File: src/rtl/register_dump.sv
// -----------------------------------------------------------------------------
// register_dump
//
// Sequenced reader for the register block's two combinational read ports.
// A start pulse sweeps registers 0..NUM_REGS-1 two at a time. Each pair is
// captured from read_data1/read_data2, then streamed out one word at a time
// over a valid/ready handshake, tagged with its register index. hold (equal
// to busy) tells the write-side logic to keep regWrite low during the sweep.
//
// Optional feature macro: REGDUMP_CHECKSUM_EN
//   When defined, one extra word follows the last register. It carries the
//   32-bit wrapping sum of all swept words, with out_idx = 0 and out_last = 1.
//   When undefined, out_last marks register NUM_REGS-1.
//
// Parameters
//   NUM_REGS   registers swept; must be even and in 2..32
//
// Ports
//   clk         in   rising-edge clock
//   rst_n       in   synchronous active-low reset
//   start       in   sweep request; only honoured in IDLE
//   read_reg1   out  [4:0]  read port 1 address (even register of the pair)
//   read_reg2   out  [4:0]  read port 2 address (odd register of the pair)
//   read_data1  in   [31:0] read port 1 data, combinational on read_reg1
//   read_data2  in   [31:0] read port 2 data, combinational on read_reg2
//   hold        out  write hold-off for the register block (== busy)
//   busy        out  sweep in progress
//   done        out  one-cycle pulse when a sweep completes
//   out_data    out  [31:0] streamed word
//   out_idx     out  [4:0]  register index of out_data
//   out_last    out  final word of the sweep
//   out_valid   out  out_data/out_idx/out_last are valid
//   out_ready   in   consumer accepts the word
// -----------------------------------------------------------------------------
module register_dump #(
   parameter int NUM_REGS = 32
) (
   input  logic        clk,
   input  logic        rst_n,
   input  logic        start,
   output logic [4:0]  read_reg1,
   output logic [4:0]  read_reg2,
   input  logic [31:0] read_data1,
   input  logic [31:0] read_data2,
   output logic        hold,
   output logic        busy,
   output logic        done,
   output logic [31:0] out_data,
   output logic [4:0]  out_idx,
   output logic        out_last,
   output logic        out_valid,
   input  logic        out_ready
);

   if ((NUM_REGS < 2) || (NUM_REGS > 32) || ((NUM_REGS % 2) != 0)) begin : g_bad_num_regs
      $error("register_dump: NUM_REGS must be even and in 2..32");
   end

   // Start index of the final pair; idx equal to this means idx+2 >= NUM_REGS.
   localparam logic [4:0] LAST_PAIR = 5'(NUM_REGS - 2);

`ifdef REGDUMP_CHECKSUM_EN
   localparam logic LAST_ON_REG = 1'b0;
`else
   localparam logic LAST_ON_REG = 1'b1;
`endif

   typedef enum logic [2:0] {
      S_IDLE   = 3'd0,
      S_FETCH  = 3'd1,
      S_SEND_A = 3'd2,
      S_SEND_B = 3'd3,
      S_DONE   = 3'd4,
      S_CHK    = 3'd5
   } state_t;

   state_t      state;
   logic [4:0]  idx;
   logic [31:0] word_b;
   logic        last_pair;
   logic        xfer;

`ifdef REGDUMP_CHECKSUM_EN
   logic [31:0] csum;
`endif

   assign last_pair = (idx == LAST_PAIR);
   assign xfer      = out_valid & out_ready;
   assign hold      = busy;

   // out_data doubles as the A capture register: it is loaded from read_data1
   // at the end of FETCH and shown unchanged throughout SEND_A.
   always_ff @(posedge clk) begin
      if (!rst_n) begin
         state     <= S_IDLE;
         idx       <= '0;
         word_b    <= '0;
         read_reg1 <= '0;
         read_reg2 <= '0;
         busy      <= 1'b0;
         done      <= 1'b0;
         out_data  <= '0;
         out_idx   <= '0;
         out_last  <= 1'b0;
         out_valid <= 1'b0;
`ifdef REGDUMP_CHECKSUM_EN
         csum      <= '0;
`endif
      end else begin
         case (state)
            S_IDLE: begin
               if (start) begin
                  state     <= S_FETCH;
                  idx       <= 5'd0;
                  read_reg1 <= 5'd0;
                  read_reg2 <= 5'd1;
                  busy      <= 1'b1;
`ifdef REGDUMP_CHECKSUM_EN
                  csum      <= '0;
`endif
               end
            end

            // Addresses were set up on entry, so the read ports are settled
            // here; capture both words and present the even one.
            S_FETCH: begin
               word_b    <= read_data2;
               out_data  <= read_data1;
               out_idx   <= idx;
               out_last  <= 1'b0;
               out_valid <= 1'b1;
               state     <= S_SEND_A;
`ifdef REGDUMP_CHECKSUM_EN
               csum      <= csum + read_data1 + read_data2;
`endif
            end

            S_SEND_A: begin
               if (xfer) begin
                  out_data <= word_b;
                  out_idx  <= idx + 5'd1;
                  out_last <= last_pair & LAST_ON_REG;
                  state    <= S_SEND_B;
               end
            end

            S_SEND_B: begin
               if (xfer) begin
                  if (!last_pair) begin
                     idx       <= idx + 5'd2;
                     read_reg1 <= idx + 5'd2;
                     read_reg2 <= idx + 5'd3;
                     out_valid <= 1'b0;
                     out_last  <= 1'b0;
                     state     <= S_FETCH;
                  end else begin
`ifdef REGDUMP_CHECKSUM_EN
                     out_data  <= csum;
                     out_idx   <= 5'd0;
                     out_last  <= 1'b1;
                     state     <= S_CHK;
`else
                     read_reg1 <= '0;
                     read_reg2 <= '0;
                     out_valid <= 1'b0;
                     out_last  <= 1'b0;
                     busy      <= 1'b0;
                     done      <= 1'b1;
                     state     <= S_DONE;
`endif
                  end
               end
            end

`ifdef REGDUMP_CHECKSUM_EN
            S_CHK: begin
               if (xfer) begin
                  read_reg1 <= '0;
                  read_reg2 <= '0;
                  out_valid <= 1'b0;
                  out_last  <= 1'b0;
                  busy      <= 1'b0;
                  done      <= 1'b1;
                  state     <= S_DONE;
               end
            end
`endif

            // start is deliberately not looked at here: a request landing in
            // the completion cycle is dropped.
            S_DONE: begin
               done  <= 1'b0;
               state <= S_IDLE;
            end

            default: begin
               state     <= S_IDLE;
               busy      <= 1'b0;
               done      <= 1'b0;
               out_valid <= 1'b0;
               out_last  <= 1'b0;
               read_reg1 <= '0;
               read_reg2 <= '0;
            end
         endcase
      end
   end

endmodule

File: config.mk
export PLATFORM = sky130hd
export DESIGN_NAME = register_dump
export DESIGN_NICKNAME = d
export VERILOG_FILES = /design/src/rtl/register_dump.sv
export SDC_FILE = /design/constraint.sdc
export NUM_CORES = 1
export LEC_CHECK = 0
export CORE_MARGIN = 4
export CORE_UTILIZATION = 35
export DETAILED_ROUTE_END_ITERATION = 10
export PLACE_DENSITY = 0.72
export RECOVER_POWER = 100
export SLEW_MARGIN = 20
export SYNTH_ARGS = -nofsm -noshare
export SYNTH_HDL_FRONTEND = slang
export SYNTH_SLANG_ARGS = --single-unit
File: constraint.sdc
create_clock -name clk -period 2.65 [get_ports clk]
set_input_delay 0.6625 -clock clk [delete_from_list [all_inputs] [get_ports clk]]
set_output_delay 0.6625 -clock clk [all_outputs]
set_load 0.02 [all_outputs]
==> metrics.csv <==
metric,value,unit
ff2ff_path_depth,5,
place.gp.congestion,0.827,
routed_wl,9400,um
grt_pass1_wl,15000,um
drcViolationCount,0,
tns,0,ns
synthCells,405,
vias,3223,
vdd.ir_drop.worst,0.292,mV
relSlewSlack,64.3,%
multi_input_area,1600,um^2
min_period,2.14,ns
path_max_fanout,7,
drive_gt1_share,4.66,%
pin_count,120,
async_flop_share,0,%
synth.avg_cell_area,8.82,um^2
critPathSlowestCell,dlygate4sd3_1,
syn_area,3570,um^2
clock.fmax,466,MHz
ys_warn_count,0,
worst_pin_slew,0.534,ns
max_stage_delay,0.70,ns
arrival,1.48,ns
maxCapViolCount,0,
cts_hold_buffers,0,
grt_usage,16.0,%
overflow,0,
leakage,1.96,nW
worstSetupStartpointType,flop,
yosysTopAreaCell,dfxtp_1,
final_nets,581,
fin_skew,0.00468,ns
grt_max_degree,61,
worstHoldPathType,reg -> reg,
status,completed,
grt_pass1_vias,3107,
start_util,36.2,%
ant_nets,0,
critical_path.cell_chain,dlygate4sd3_1,
end_kind,primary output,
synth-seq-area-share,50.4,%
fill_cells,933,
ys_types,40,
required,1.99,ns
critical_path_buf_inv_count,1,
die_area,11900,um^2
r2r_end,word_b[19],
synthTopCellsByArea,"dfxtp_1, mux2i_1, nand2_1, a21oi_1, o21ai_0",
clk_pin_slew,0.08,ns
htreeDepth,3,
hold_start,read_reg1[3],
synth_nets,475,
port_buffers,119,
r2r_slack,0.66,ns
core-area,9860,um^2
grt_antenna_before_repair,0,
cts-buffers-inserted,9,
max-clock-path-buffers,2,
critical_path_class,reg -> out,
drt_iter0_markers,117,
hold_depth,2,
synth_edf_count,0,
finalSetupViolCount,0,
regArea,1800,um^2
firstDrtPassIters,4,
postCtsSetupBuffers,0,
clock_sinks,90,
synth_top_area_share,50.4,%
root_buffer,clkbuf_8,
wl_met2,4640,um
synthTopCellsByCount,"dfxtp_1, nand2_1, a21oi_1",
power.density,612,nW/um^2
period_share,80.9,%
synth_most_common_cell,dfxtp_1,
wl_per_cell,14.5,um
path_delay_family,buffers and inverters,
stdcell_count,648,
viasPerCell,4.97,
die_h,109,um
fp.dieW,109,um
hpwlAfterDp,6500,um
area_growth,40.9,%
reg2reg_from,state[2],
row_count,36,
yosys_register_bits,90,
synth_ff_type,dfxtp_1,
rsz0062_at_grt,no,
whs_endpoint,read_reg1[3],
cts_resized,0,
wl_met1,4090,um
cts_tree,built,
holdWs,0.457,ns
diodes,0,
finalMaxSlewViolations,0,
placedCellCount,633,
wl_met3,503,um
top_layer,met4,
clk_latency,0.35,ns
hold_violations,0,
-- routing by layer --
| layer | GRT usage, % | up-vias |
|---|---|---|
| met4 | 7.39 | 0 |
| met2 | 27.3 | 94 |
| met3 | 3.26 | 13 |
| li1 | - | 1608 |
| met5 | 0 | - |
| met1 | 19.2 | 1508 |
-- layout by cell type (no fill, tap or decap), types with 2 or more instances in the layout --
cell,n
dfxtp_1,90
nand2_1,78
clkdlybuf4s50_1,65
a21oi_1,55
dlygate4sd3_1,53
o21ai_0,45
mux2i_1,32
a21boi_0,19
clkbuf_8,12
nor2_1,9
nand3_1,8
buf_4,6
a31o_1,4
nand4_1,3
and3_1,3
inv_1,2
nand2b_1,2
nor3_1,2
or3_1,2
ha_1,2
clkbuf_1,2
-- layout make-up --
type | instances | share of cell area [%]
clock buffers | 13 | 3.35
clock inverters | 2 | 0.696
inverters | 2 | 0.149
multi-input cells | 280 | 31.7
flip-flops and latches | 90 | 35.8
well taps | 133 | 3.31
repair buffers | 128 | 25.0
-- per-stage QoR --
stage          total power [mW]  util, %  setup slack [ns]  area, um^2
2_1_floorplan              1.89        -             0.936        3570
3_3_place_gp               2.18     49.2             0.354        4850
3_5_place_dp               2.19     49.2             0.321        4850
4_1_cts                    3.16     51.2             0.537        5050
5_1_grt                    3.24     51.0             0.336        5030
6_report                   3.08     51.0             0.506        5030
-- flip-flops by register name (all words and copies together), names as in the netlist --
signal / cells
read_reg2: 5
word_b: 32
read_reg1: 5
busy: 1
out_idx: 5
out_valid: 1
state: 3
done: 1
out_data: 32
idx: 4
out_last: 1
-- report_power, final --
group	switching (mW)	total (mW)	internal, mW
Combinational	0.326	0.612	0.286
Sequential	0.0586	1.51	1.45
Clock	0.448	0.956	0.508
-- cells by family after synthesis --
family                   synth area share (%)
adder cells (fa/ha/maj)                 0.700
flip-flops                               50.4
multiplexers                             8.96
XOR/XNOR                                0.490
AND/OR/NAND/NOR                          14.3
AO/OA/AOI/OAI                            20.4
buffers and inverters                    4.76
-- worst max path at each step --
stage | startpoint | end | slack, ns | cells past startpoint
4_1_cts | out_valid | out_valid | 0.54 | 1
2_1_floorplan | start | read_reg1[4] | 0.94 | 4
3_3_place_gp | start | read_reg2[1] | 0.35 | 4
5_1_grt | out_ready | out_data[0] | 0.34 | 6
6_report | out_valid | out_valid | 0.51 | 1
3_5_place_dp | start | read_reg1[4] | 0.32 | 4
Note: power is estimated with default switching activity, not from simulation.
